`src/rtl/fft_pkg.sv`:
```
// Shared types and sizing for the FFT frame sequencer.
// Frame geometry, read latency and watchdog limit live here.
package fft_pkg;

    localparam int N       = 64;
    localparam int LOG2N   = 6;
    localparam int DW      = 16;
    localparam int RD_LAT  = 1;
    localparam int TIMEOUT = 4096;
    localparam int WDW     = $clog2(TIMEOUT);

    typedef enum logic [1:0] {
        S_LOAD,
        S_START,
        S_WAIT,
        S_UNLOAD
    } fft_seq_state_t;

    typedef struct packed {
        logic signed [DW-1:0] re;
        logic signed [DW-1:0] im;
    } cplx_t;

endpackage

```
`src/rtl/fft_result_reader.sv`:
```
// Walks the FFT result RAM bin by bin and presents each bin
// on a valid/ready port, honouring the RAM read latency.
module fft_result_reader
    import fft_pkg::*;
(
    input  logic              clk,
    input  logic              reset,
    input  logic              start,
    input  logic [2*DW-1:0]   fft_wd,
    input  logic              out_ready,
    output logic [LOG2N-1:0]  adr,
    output logic              out_valid,
    output logic [2*DW-1:0]   out_data,
    output logic [LOG2N-1:0]  out_idx,
    output logic              out_last,
    output logic              last_done
);

    localparam logic [3:0] LAT_INIT = 4'(RD_LAT - 1);

    logic [LOG2N-1:0] bin;
    logic             pend;
    logic [3:0]       lat;
    cplx_t            data_q;
    logic             hs;

    assign hs        = out_valid & out_ready;
    assign last_done = hs & out_last;
    assign out_data  = data_q;

    // The next address goes out in the handshake cycle itself.
    always_comb begin
        adr = bin;
        if (start)
            adr = '0;
        else if (hs && !out_last)
            adr = bin + 1'b1;
    end

    always_ff @(posedge clk or negedge reset) begin
        if (!reset) begin
            bin       <= '0;
            pend      <= 1'b0;
            lat       <= '0;
            data_q    <= '0;
            out_valid <= 1'b0;
            out_idx   <= '0;
            out_last  <= 1'b0;
        end else if (start) begin
            bin       <= '0;
            pend      <= 1'b1;
            lat       <= LAT_INIT;
            out_valid <= 1'b0;
            out_last  <= 1'b0;
        end else begin
            if (pend) begin
                if (lat == '0) begin
                    pend      <= 1'b0;
                    out_valid <= 1'b1;
                    data_q    <= cplx_t'(fft_wd);
                    out_idx   <= bin;
                    out_last  <= (bin == LOG2N'(N - 1));
                end else begin
                    lat <= lat - 1'b1;
                end
            end
            if (hs) begin
                out_valid <= 1'b0;
                out_last  <= 1'b0;
                if (!out_last) begin
                    bin  <= bin + 1'b1;
                    pend <= 1'b1;
                    lat  <= LAT_INIT;
                end else begin
                    bin <= '0;
                end
            end
        end
    end

endmodule

```
`src/rtl/fft_frame_sequencer.sv`:
```
// Frames audio samples into the 64-point FFT, starts it, and
// streams the resulting bins to a valid/ready consumer.
module fft_frame_sequencer
    import fft_pkg::*;
(
    input  logic              clk,
    input  logic              reset,
    input  logic              enable,
    input  logic              clr_flags,
    input  logic              s_valid,
    input  logic [DW-1:0]     s_data,
    output logic              fft_load,
    output logic              fft_start,
    output logic [LOG2N-1:0]  fft_adr,
    output logic [2*DW-1:0]   fft_rd,
    input  logic              fft_done,
    input  logic [2*DW-1:0]   fft_wd,
    output logic              out_valid,
    input  logic              out_ready,
    output logic [2*DW-1:0]   out_data,
    output logic [LOG2N-1:0]  out_idx,
    output logic              out_last,
    output logic              busy,
    output logic              overrun,
    output logic              timeout_err,
    output logic [15:0]       frame_cnt
);

    fft_seq_state_t   state, state_nxt;
    logic [LOG2N-1:0] cnt;
    logic [WDW-1:0]   wdog;
    logic [LOG2N-1:0] rd_adr;
    logic             rd_last;
    logic             accept;
    logic             tmo;
    logic             drop;
    cplx_t            ld;

    assign accept = (state == S_LOAD) & s_valid & enable;
    assign tmo    = (state == S_WAIT) & ~fft_done
                  & (wdog == WDW'(TIMEOUT - 1));
    assign drop   = (state != S_LOAD) & s_valid & enable;

    always_ff @(posedge clk or negedge reset) begin
        if (!reset)
            state <= S_LOAD;
        else
            state <= state_nxt;
    end

    always_comb begin
        state_nxt = state;
        unique case (state)
            S_LOAD:
                if (accept && cnt == LOG2N'(N - 1))
                    state_nxt = S_START;
            S_START:
                state_nxt = S_WAIT;
            S_WAIT:
                if (fft_done)
                    state_nxt = S_UNLOAD;
                else if (tmo)
                    state_nxt = S_LOAD;
            S_UNLOAD:
                if (rd_last)
                    state_nxt = S_LOAD;
            default:
                state_nxt = S_LOAD;
        endcase
    end

    always_comb begin
        ld        = '0;
        ld.re     = s_data;
        fft_load  = accept;
        fft_start = (state == S_START);
        fft_rd    = accept ? ld : '0;
        fft_adr   = (state == S_LOAD) ? cnt : rd_adr;
        busy      = (state != S_LOAD);
    end

    // Sample count restarts whenever collection is interrupted.
    always_ff @(posedge clk or negedge reset) begin
        if (!reset) begin
            cnt         <= '0;
            wdog        <= '0;
            overrun     <= 1'b0;
            timeout_err <= 1'b0;
            frame_cnt   <= '0;
        end else begin
            if (state != S_LOAD || !enable)
                cnt <= '0;
            else if (s_valid)
                cnt <= cnt + 1'b1;
            wdog <= (state == S_WAIT) ? wdog + 1'b1 : '0;
            if (drop)
                overrun <= 1'b1;
            else if (clr_flags)
                overrun <= 1'b0;
            if (tmo)
                timeout_err <= 1'b1;
            else if (clr_flags)
                timeout_err <= 1'b0;
            if (rd_last)
                frame_cnt <= frame_cnt + 1'b1;
        end
    end

    fft_result_reader u_reader (
        .clk       (clk),
        .reset     (reset),
        .start     ((state == S_WAIT) & fft_done),
        .fft_wd    (fft_wd),
        .out_ready (out_ready),
        .adr       (rd_adr),
        .out_valid (out_valid),
        .out_data  (out_data),
        .out_idx   (out_idx),
        .out_last  (out_last),
        .last_done (rd_last)
    );

endmodule

```
`config.mk`:
```
export PLATFORM = sky130hd
export DESIGN_NAME = fft_frame_sequencer
export DESIGN_NICKNAME = d
export VERILOG_FILES = /design/src/rtl/fft_pkg.sv /design/src/rtl/fft_result_reader.sv /design/src/rtl/fft_frame_sequencer.sv
export SDC_FILE = /design/constraint.sdc
export NUM_CORES = 1
export LEC_CHECK = 0
export ABC_CLOCK_PERIOD_IN_PS = 7100
export CAP_MARGIN = 20
export CORE_MARGIN = 1
export CORE_UTILIZATION = 50
export CTS_BUF_LIST = sky130_fd_sc_hd__clkbuf_4
export DETAILED_ROUTE_END_ITERATION = 10
export HOLD_SLACK_MARGIN = 0.05
export PLACE_DENSITY = 0.88
export SLEW_MARGIN = 20
export SYNTH_ARGS = -nofsm -noshare
export SYNTH_HDL_FRONTEND = slang
export SYNTH_HIERARCHICAL = 1
export SYNTH_SLANG_ARGS = --single-unit
```
`constraint.sdc`:
```
create_clock -name clk -period 7.1 [get_ports clk]
set_input_delay 1.42 -clock clk [delete_from_list [all_inputs] [get_ports clk]]
set_output_delay 1.42 -clock clk [all_outputs]
set_load 0.01 [all_outputs]
```
# [After elaboration in Yosys (flattened, before gate mapping)]
# Cells that the tools add are included.
[classes] add_sub_neg=5 eq_ne=9 mux=36 bitwise=11 reduce_logical=17
[op_table] op="$mux W6" n=8
[op_table] op="$mux W32" n=1
[op_table] op="$mux W4" n=5
[op_table] op="$add A16 B1 Y16 const B" n=1
[op_table] op="$mux W1" n=16
[op_table] op="$add A12 B1 Y12 const B" n=1
[op_table] op="$add A6 B1 Y6 const B" n=2
[op_table] op="$eq A12 B12 Y1 const B" n=1
[op_table] op="$eq A6 B6 Y1 const B" n=2
[op_table] op="$mux W12" n=1
[op_table] op="$reduce_bool A2 Y1" n=5
[op_table] op="$and A1 B1 Y1" n=9
[op_table] op="$mux W2" n=4
[op_table] op="$pmux W2 S4" n=1
[op_table] op="$reduce_and A3 Y1" n=2
[op_table] op="$reduce_bool A3 Y1" n=2
[op_table] op="$eq A2 B2 Y1 const B" n=2
[op_table] op="$logic_not A4 Y1" n=1
[op_table] op="$sub A4 B1 Y4 const B" n=1
[op_table] op="$ne A3 B3 Y1 const B" n=1
[op_table] op="$eq A2 B1 Y1 const B" n=1
[op_table] op="$logic_and A1 B1 Y1" n=2
[op_table] op="$logic_not A1 Y1" n=2
[op_table] op="$logic_not A2 Y1" n=1
[op_table] op="5 further kinds" n=6
[word_totals] regBits=89 in_bits=55 word_cells=92

# [Longest topological paths before layout]
[depth] ltp_word=6 mapped_depth=8 depth_no_buf=5

# [Cells and area by module]
# Netlist, hierarchy kept.
[modules_own_cells] module="fft_result_reader" n_inst=1 cells_per_inst=167 area_each_um2=2331.0
[modules_own_cells] module="fft_frame_sequencer" n_inst=1 cells_per_inst=206 area_each_um2=2067.0

# [Least setup slack after synthesis]
# Ideal clock, no wire load.
[synth_timing] path_kind="input to output" from="input port fft_done" to="output port fft_adr[1]" arrival_ns=2.503 required_time_ns=5.680 path_slack_ns=3.177 path_stages=6 path_buffers=2 cell_sequence="and2_1 > buf_6 > and4bb_2 > buf_2 > a22o_1 > mux2_2"
[synth_between] elab_chain_len=3
[synth_rtl] item="from (decl)" line_no="fft_frame_sequencer.sv:16" text="input logic fft_done,"
[synth_rtl] item="$and A1 B1 Y1" line_no="fft_frame_sequencer.sv:112" text=".start ((state == S_WAIT) & fft_done),"
[synth_rtl] item="$mux W6" line_no="fft_result_reader.sv:34" text="if (start)"
[synth_rtl] item="via rd_adr[1]" line_no="fft_frame_sequencer.sv:32" text="logic [LOG2N-1:0] rd_adr;"
[synth_rtl] item="$mux W6" line_no="fft_frame_sequencer.sv:78" text="fft_adr = (state == S_LOAD) ? cnt : rd_adr;"
[synth_rtl] item="to (decl)" line_no="fft_frame_sequencer.sv:14" text="output logic [LOG2N-1:0] fft_adr,"
# The timed path passes the listed nets, and every way through them passes these cells.

# [Worst setup path after layout]
[layout_timing] from="input port out_ready" to="output port fft_adr[5]"
[layout_between] elab_chain_len=5
[layout_rtl] item="from (decl)" line_no="fft_frame_sequencer.sv:19" text="input logic out_ready,"
[layout_rtl] item="$and A1 B1 Y1" line_no="fft_result_reader.sv:27" text="assign hs = out_valid & out_ready;"
[layout_rtl] item="$logic_and A1 B1 Y1" line_no="fft_result_reader.sv:36" text="else if (hs && !out_last)"
[layout_rtl] item="$mux W6" line_no="fft_result_reader.sv:36"
[layout_rtl] item="$mux W6" line_no="fft_result_reader.sv:34"
[layout_rtl] item="via rd_adr[5]" line_no="fft_frame_sequencer.sv:32"
[layout_rtl] item="$mux W6" line_no="fft_frame_sequencer.sv:78"
# The timed path passes the listed nets, and every way through them passes these cells.

==> results.toml <==
[critical_path]
crit_type = "in -> out"
critical_path.most_common_cell = "clkdlybuf4s50_1"
path_cells = "clkdlybuf4s50_1 > nand3b_1 > or4_1 > a21oi_1 > mux2_2 > clkdlybuf4s50_1"
start_kind = "input pin"
required_ns = 5.68
cp_max_fo = 11
critical_path_arrival_ns = 3.63
critPathMaxStageDelay_ns = 0.56
slowest_stage = "or4_1"
worstSetupEndpointType = "output port"
crit_buf_inv = 2
cp_top_family = "buffers and inverters"

[grt]
antenna_found_initial = 0
overflow = 0
met3_usage = 0.0569
grt.met2_usage = 0.383
track_usage = 0.220
grt_max_degree = 90
met1_usage = 0.272
grt_pass1_wl_um = 15300
grt_pass1_vias = 3111
busiest_layer = "met2"

[place]
io_buffer_count = 137
dpl.cell_count = 602
dp.final_hpwl_um = 7160
dpl-instance-area_um2 = 5730
post-place-ws_ns = 2.07
gp_congestion = 0.853

[floorplan]
initial_utilization = 0.525
die_w_um = 95.8
core_um2 = 8380
pin_count = 154
rows = 33
dieHeight_um = 95.8
die_area_um2 = 9170

[timing]
hold_viol = 0
finalCritPeriodShare = 0.712
worst_slack_ns = 2.05
holdWs_ns = 0.488
finalSetupViolations = 0
worstMarginPinSlew_ns = 0.800
finalCriticalPeriod_ns = 5.05
slew_headroom = 0.467
rsz0062_at_grt = "false"
fmax_ghz = 0.198
skew_ns = 0.0207
slew_viol_final = 0
setup_tns_ns = 0

[logic_synthesis]
yosysWarnings = 6
synthCells = 373
synth-edff-count = 0
syn_avg_cell_area_um2 = 11.8
yosysUniqueCellTypes = 49
ys_ff_latch = 89
async_flop_share = 1.00
synthTopCellsByArea = "dfrtp_1 (51%), mux2_4 (6.8%), mux2_2 (6.7%)"
synth.most_common_cell = "dfrtp_1"
synth_area_um2 = 4400
synth_seq_area_share = 0.506
yosysTopAreaCell = "dfrtp_1"
yosysTopAreaCellShare = 0.506
yosys-top-cells-count = "dfrtp_1 (89), mux2_2 (26), mux2_4 (20)"
yosys_most_used_dff = "dfrtp_1"

[clock_tree]
path_clk_slew_ns = 0.15
post_cts.repair.setup_buffers = 0
cts_resized = 0
cts_tree = "yes"
cts-htree-levels = 3
cts_root_buffer = "clkbuf_4"
ctsHoldBuffers = 0
numCtsBuffers = 9
clkLatencyLatePin_ns = 0.43
clockBufferDepth = 2
cts.sinks = 89

[final_layout]
fin_nets = 568
drive_gt1_frac = 0.138
diodes = 0
seqCellArea_um2 = 2230
area_growth_pct = 34.1
multi_input_area_um2 = 1950
fin_area_um2 = 5900
fillers = 619
stdcell_count = 618

[routing]
postRouteAntennaNets = 0
drt_iter0_drc = 176
via_per_inst = 5.32
drcViolationCount = 0
route.vias.total = 3289
dr.pass1.iters = 5
routed_wl_um = 9760
detail_route.wl_per_cell_um = 15.8

[pwr]
vdd_ir_drop_max_mv = 0.238
p_per_area_nw_per_um2 = 323
cellLeakagePower_uw = 0.00251

[hold_path]
hold_path.class = "reg -> reg"

[run_status]
outcome = "complete, no violations"

[run]
cap_violations = 0
==> stage by stage <==
| stage | util | power, uW |
|---|---|---|
| final | 0.704 | 1900 |
| after global routing | 0.704 | 2000 |
| after CTS | 0.703 | 1920 |
| after detailed placement | 0.684 | 1590 |
| after global placement | 0.684 | 1560 |
| after floorplan | - | 1270 |
==> metal layers <==
layer | part of all wire | routed length [um]
met1 | 0.42 | 4070
met2 | 0.53 | 5190
met3 | 0.039 | 376
met4 | 0.013 | 126
met5 | 0 | 0
==> cells by family after synthesis <==
family | after synthesis | synth area share
buffers and inverters | 42 | 0.0637
xor gates and xnor gates | 23 | 0.0458
and+or+nand+nor | 119 | 0.163
AOI/OAI and AO/OA | 44 | 0.0617
muxes | 50 | 0.144
other | 1 | 0.000853
DFF | 89 | 0.506
adders and majority gates | 5 | 0.0142
==> registers in the layout, summed over array words and instances (netlist names), 2 cells and up <==
name and count:
state 2, frame_cnt 16, u_reader/out_idx 6, u_reader/out_data 32, u_reader/bin 6, cnt 6, wdog 12, u_reader/lat 4
==> cell usage in the layout (no fill, tap or decap), types with 12 or more instances in the layout <==
| cell | n |
|---|---|
| dfrtp_1 | 89 |
| nor2_1 | 14 |
| a21oi_1 | 17 |
| conb_1 | 16 |
| xor2_1 | 16 |
| nand3_1 | 12 |
| inv_1 | 13 |
| mux2_4 | 20 |
| nand2_1 | 17 |
| mux2_2 | 26 |
| and2_1 | 19 |
| clkdlybuf4s50_1 | 136 |
==> power breakdown <==
part           internal, uW  switching [uW]
combinational           496             334
clock                   148             172
sequential              643             110
total                  1290             616
==> cell type report <==
type                    instances  share of cell area
multi-input cells             257               0.330
clock inverters                 6              0.0153
well taps                     105              0.0223
clock buffers                  10              0.0127
flip-flops and latches         89               0.378
repair buffers                138               0.234
inverters                      13             0.00827
==> worst paths after layout <==
path	startpoint	endpoint	slack, ns	cells after the start
hold reg to reg	frame_cnt[15]	frame_cnt[15]	0.49	1
min in group asynchronous	reset	u_reader/out_data[13]	1.00	1
hold / removal	frame_cnt[15]	frame_cnt[15]	0.49	1
setup / recovery	out_ready	fft_adr[5]	2.05	6
setup reg to reg	state[1]	u_reader/out_idx[0]	4.89	5
max in group asynchronous	reset	u_reader/bin[1]	5.52	1
Note: power is estimated with default switching activity, not from simulation.
